File: src/rtl/divider.sv
// Restoring unsigned divider: one quotient bit per clock, result ready N cycles after the start edge.
// start is accepted only while ready=1; requests made while busy are dropped.
module divider #(
  parameter int N = 4
) (
  input  logic         clock,
  input  logic         reset,
  input  logic         start,
  output logic         ready,
  input  logic [N-1:0] dividend,
  input  logic [N-1:0] divisor,
  output logic [N-1:0] quotient,
  output logic [N-1:0] remainder,
  output logic         div_by_zero
);

  localparam int CW = $clog2(N + 1);
  localparam logic [CW-1:0] CNT_INIT = CW'(N);
  localparam logic [CW-1:0] CNT_LAST = CW'(1);

  localparam logic [0:0] IDLE = 1'b0;
  localparam logic [0:0] BUSY = 1'b1;

  logic [0:0]    state;
  logic [CW-1:0] count;
  logic [N-1:0]  quo;
  logic [N-1:0]  rem;
  logic [N-1:0]  dvs;
  logic          dbz;

  logic          launch;
  logic          last;
  logic [N:0]    partial;
  logic          fits;
  logic [N-1:0]  rem_next;

  assign launch = (state == IDLE) && start;
  assign last   = (state == BUSY) && (count == CNT_LAST);

  // Trial subtraction of the divisor from the shifted partial remainder.
  // The remainder stays below a nonzero divisor, so the low N bits of the
  // difference are the full result; with a zero divisor nothing is subtracted.
  assign partial  = {rem, quo[N-1]};
  assign fits     = partial >= {1'b0, dvs};
  assign rem_next = fits ? (partial[N-1:0] - dvs) : partial[N-1:0];

  // Controller
  always_ff @(posedge clock) begin
    if (reset) begin
      state <= IDLE;
    end else if (launch) begin
      state <= BUSY;
    end else if (last) begin
      state <= IDLE;
    end
  end

  // Iteration counter
  always_ff @(posedge clock) begin
    if (reset) begin
      count <= '0;
    end else if (launch) begin
      count <= CNT_INIT;
    end else if (state == BUSY) begin
      count <= count - CNT_LAST;
    end
  end

  // Datapath: quotient bits shift in at the bottom as dividend bits shift out the top.
  always_ff @(posedge clock) begin
    if (reset) begin
      quo <= '0;
      rem <= '0;
      dvs <= '0;
      dbz <= 1'b0;
    end else if (launch) begin
      quo <= dividend;
      rem <= '0;
      dvs <= divisor;
      dbz <= (divisor == '0);
    end else if (state == BUSY) begin
      quo <= {quo[N-2:0], fits};
      rem <= rem_next;
    end
  end

  assign ready       = (state == IDLE);
  assign quotient    = quo;
  assign remainder   = rem;
  assign div_by_zero = dbz;

endmodule

File: config.mk
export PLATFORM = sky130hd
export DESIGN_NAME = divider
export DESIGN_NICKNAME = d
export VERILOG_FILES = /design/src/rtl/divider.sv
export SDC_FILE = /design/constraint.sdc
export NUM_CORES = 1
export LEC_CHECK = 0
export ABC_CLOCK_PERIOD_IN_PS = 3000
export CAP_MARGIN = 20
export CORE_ASPECT_RATIO = 1.1
export CORE_MARGIN = 2
export CORE_UTILIZATION = 52
export DETAILED_ROUTE_END_ITERATION = 7
export PLACE_DENSITY = 0.82
export SYNTH_ARGS = -nofsm -noshare
export SYNTH_HDL_FRONTEND = slang
export SYNTH_SLANG_ARGS = --single-unit
File: constraint.sdc
create_clock -name clock -period 3 [get_ports clock]
set_input_delay 0.6 -clock clock [delete_from_list [all_inputs] [get_ports clock]]
set_output_delay 0.6 -clock clock [all_outputs]
set_load 0.02 [all_outputs]
== Word level (Yosys, flattened, before mapping) ==
Cells that the tools add are included.

* Bits in registers: 17
* Bits of input ports: 11
* Output and inout bits: 10
* Logic and storage cells: 25

* Add/subtract/negate cells: 2
* Magnitude comparators: 1
* Eq/ne operators: 1
* Muxes and demuxes: 7
* Bitwise operators: 1
* Reductions and logical operators: 6

{| class="wikitable"
|+ Operators with widths
! operator !! count
|-
| $mux W4 || 3
|-
| $mux W3 || 2
|-
| $ge A5 B4 Y1 || 1
|-
| $logic_not A4 Y1 || 1
|-
| $reduce_bool A2 Y1 || 2
|-
| $sub A4 B4 Y4 || 1
|-
| $eq A3 B1 Y1 const B || 1
|-
| $sub A3 B1 Y3 const B || 1
|-
| $logic_and A1 B1 Y1 || 2
|-
| $mux W1 || 2
|-
| $reduce_or A2 Y1 || 1
|-
| $not A1 Y1 || 1
|}

== Longest topological paths before layout ==
* Depth after elaboration: 4
* Mapped depth: 6
* Depth with buffers taken out: 6

== Least setup slack after synthesis ==
No wires, ideal clock.

* Path type: reg-to-reg
* Start: reg quo[3], in the netlist quotient[3]
* End: reg rem[3], in the netlist remainder[3]
* Setup time: 74 ps
* Arrival time: 1743 ps
* Required time: 2926 ps
* Setup slack: 1183 ps
* Stages on the path, launching flop included: 7
* Buffers on the path: 0
* Period minus slack after synthesis: 1817 ps
* Path through: dfxtp_1 inv_1 ha_1 nor2b_4 o21a_4 or4b_1 a31oi_1

* Cells in the longest elaborated chain, start to end: 2
* Elaborated cells between the ends (all ways): 3
* Classes of those cells: 1 x add/sub; 1 x order compare; 1 x mux

{| class="wikitable"
|+ RTL lines
! what !! line !! RTL
|-
| from (decl) || 26 || <nowiki>logic [N-1:0] quo;</nowiki>
|-
| from (signal assigned) || 77 || <nowiki>quo <= dividend;</nowiki>
|-
| from (signal assigned) || 82 || <nowiki>quo <= {quo[N-2:0], fits};</nowiki>
|-
| $sub A4 B4 Y4 / $ge A5 B4 Y1 (equally long branches) || 45, 44 ||
|-
| $mux W4 * || 45 || <nowiki>assign rem_next = fits ? (partial[N-1:0] - dvs) : partial[N-1:0];</nowiki>
|-
| to (signal assigned) || 83 || <nowiki>rem <= rem_next;</nowiki>
|-
| to (decl) || 27 || <nowiki>logic [N-1:0] rem;</nowiki>
|}

Mark *: on every way between the ends. The rest lies on a longest branch, timed or not.
A chain may end at the register's enable or synchronous reset.

== Worst setup path in the final report ==
* Start: reg state
* End: out ready

* Cells in the longest elaborated chain, start to end: 1

{| class="wikitable"
|+ RTL lines
! what !! line !! RTL
|-
| from (decl) || 24 || <nowiki>logic [0:0] state;</nowiki>
|-
| from (signal assigned) || 50 || <nowiki>state <= IDLE;</nowiki>
|-
| from (signal assigned) || 52 || <nowiki>state <= BUSY;</nowiki>
|-
| from (signal assigned) || 54 || <nowiki>state <= IDLE;</nowiki>
|-
| $not A1 Y1 || 87 || <nowiki>assign ready = (state == IDLE);</nowiki>
|-
| to (decl) || 9 || <nowiki>output logic ready,</nowiki>
|}

No other way between the ends.

==> impl_metrics.yaml <==
setup_path:
  cp_data_required_time_ns: 2.40
  regToRegStartpoint: "quotient[3]"
  setup.worst_path.start: "state"
  endpoint_kind: "primary output"
  crit_arrival_ns: 1.55
  crit_fanout: 22
  r2r-end: "remainder[3]"
  start_kind: "flop"
  worstRegToRegCells: 6
  reg2reg_slack_ns: 1.14
  setup_crit_end: "ready"
  path_class: "reg -> out"
yosys:
  ys_dominant_reg_cell: "dfxtp_1"
  ys_warn_count: 0
  post_synth_main_area_contributors: "dfxtp_1 36%, ha_1 7.9%, nor2_1 7.5%, mux2i_1 6.3%, inv_1 3.9%"
  synth_top_area_share_pct: 35.7
  synth_nets: 130
  postSynthAreaPerCell_sq_um: 8.50
  synthesis.area_sq_um: 952
  synth_async_sr_flop_share_pct: 0
  yosys_register_bits: 17
  yosys.cell_count.top_type: "nor2_1"
  post_synth_edffs: 0
  netlist_instances: 112
  yosysSeqAreaShare_pct: 35.7
  yosysUniqueCellTypes: 31
  synth.largest_area_cell: "dfxtp_1"
  netlist_top_cells_count: "19 x nor2_1, 17 x dfxtp_1, 10 x inv_1"
timing:
  fin_skew_ns: 0.00721
  grt_setup_unrepaired: "false"
  slew_viol_final: 0
  max_freq_mhz: 465
  fin_tns_setup_ns: 0
  worst_slew_pin_slew_ns: 0.588
  final_count_of_negative_setup_slack_endpoints: 0
  final.min_clock_period_ns: 2.15
  finalCritPeriodShare_pct: 71.7
  finalHoldViolations: 0
  slew-limit-headroom_pct: 60.6
final_layout:
  num-fill-cells: 158
  flow.area_growth_from_synthesis_pct: 24.0
  finish.net_count: 151
  n_antenna_cell: 0
  drive_gt1_share_pct: 6.82
  final_util_pct: 67.0
die:
  fp.dieArea_sq_um: 2190
  placeableCoreArea_sq_um: 1760
  initial_core_util_pct: 54.0
  die_height_um: 48.9
  dieWidth_um: 44.8
  std_cell_rows: 16
  ports_placed_on_the_boundary: 21
drt:
  remaining_drc_errors: 0
  antenna_left: 0
  routed_wire_length_per_instance_um: 13.0
  route.vias.total: 862
  routed_wirelength_um: 1950
  first_pass_iteration_count_of_the_detailed_router: 4
  initialDrtViolationCount: 16
  avgViaCountPerCell: 5.75
global_route:
  number_of_antenna_violations_at_the_first_check_in_global_routing: 0
  grt.overflow.total: 0
  grt_start_max_net_pins: 23
  groute.usage.overall_pct: 21.0
  first_pass_grt_wire_length_um: 3510
  first_global_vias: 821
pwr:
  power_density_nw_per_um2: 459
  p_leak_uw: 0.000475
  irDropWorstVdd_mv: 0.315
placed_design:
  detailedPlacementHpwl_um: 1530
  numPortBuffers: 20
  finalWeightedCongestion: 0.856
run_status:
  run_status: "finished clean"
min_path:
  hold_path.class: "reg -> reg"
cts:
  cts.root.buffer_cell: "clkbuf_4"
  cts_hold_repair.buffers: 0
  clkLatencyLatePin_ns: 0.29
  tritoncts: "built"
  cts_max_path_buffers: 2
  clk_pin_slew_ns: 0.11
  cts_resized: 0
  ctsHtreeMaxLevel: 1
  number_of_buffers_created_by_cts: 3
  numClockSinks: 17
  postCtsSetupRepairBufs: 0
flow_run:
  maxCapViolCount: 0
==> area by class of cell <==
cell class | count | area, sq um | share of cell area (%)
Clock inverter | 1 | 5.00 | 0.424
Inverter | 10 | 37.5 | 3.18
Clock buffer | 3 | 22.5 | 1.91
Sequential cell | 17 | 340 | 28.8
Timing Repair Buffer | 22 | 215 | 18.2
Multi-Input combinational cell | 79 | 538 | 45.6
Tap cell | 18 | 22.5 | 1.91
==> power by group <==
part           switching, uW  total (uW)  internal (uW)  leakage (uW)
Clock                   74.0         124           49.6     0.0000177
Sequential              13.4         255            242      0.000140
Combinational           84.3         163           78.7      0.000318
Total                    172         542            370      0.000475
==> how the worst min path moves through the flow <==
stage / startpoint / slack, ns / end / cells after the start
after global placement: count[1] / 0.47 / count[1] / 2
final: count[1] / 0.49 / count[1] / 2
after floorplan: count[1] / 0.46 / count[1] / 2
after detailed placement: count[1] / 0.48 / count[1] / 2
after global routing: count[1] / 0.54 / count[1] / 2
after CTS: count[1] / 0.50 / count[1] / 2
==> worst max-delay path, stage by stage (launching register included) <==
cell and delay (ns):
dfxtp_1 0.31, buf_4 0.19, inv_1 0.14, clkdlybuf4s50_1 0.62
==> logic make-up (layout without fill, tap and decap cells) <==
kind of cell	count (synthesis)	in the layout	share of synthesized area (%)
fa+ha+maj	7	7	9.99
buf+inv	16	36	7.75
flops	17	17	35.7
compound gates	24	24	17.0
simple gates	39	39	20.5
xor+xnor	3	3	2.76
mux	6	6	6.31
==> metrics by stage <==
| stage | power (uW) | instances | hold slack, ns | area [sq um] | worst slack, ns |
|---|---|---|---|---|---|
| after floorplan | 371 | 112 | 0.457 | 952 | 1.18 |
| after global placement | 419 | 146 | 0.473 | 1150 | 0.987 |
| after detailed placement | 423 | 146 | 0.482 | 1150 | 0.945 |
| after CTS | 549 | 150 | 0.498 | 1180 | 0.836 |
| after global routing | 578 | 150 | 0.541 | 1180 | 0.772 |
| final | 542 | 150 | 0.495 | 1180 | 0.849 |
==> cell usage in the layout, fill, tap and decap left out, drive strengths merged, types with 2 or more instances in the layout <==
cell	netlist	layout
nor2	19	19
nor4	2	2
buf	4	2
nor2b	2	2
inv	10	10
nand3	7	7
o21ai	6	6
a21oi	7	7
xnor2	3	3
clkdlybuf4s50	0	20
ha	6	6
nor3	5	5
a211oi	2	2
a31oi	3	3
o2111ai	2	2
mux2i	6	6
dfxtp	17	17
clkbuf	2	3
==> state kept, by name, summed over array words and instances, names as in the netlist <==
signal	cells
count	3
div_by_zero	1
dvs	4
quotient	4
remainder	4
state	1
==> per-layer routing <==
layer / global-route usage (%) / vias up / routed length [um]
li1: - / 429 / -
met1: 26.5 / 405 / 815
met4: 6.37 / 0 / 32
met3: 4.81 / 4 / 96
met2: 35.0 / 24 / 1000
met5: 0 / - / 0
Note: power is estimated with default switching activity, not from simulation.
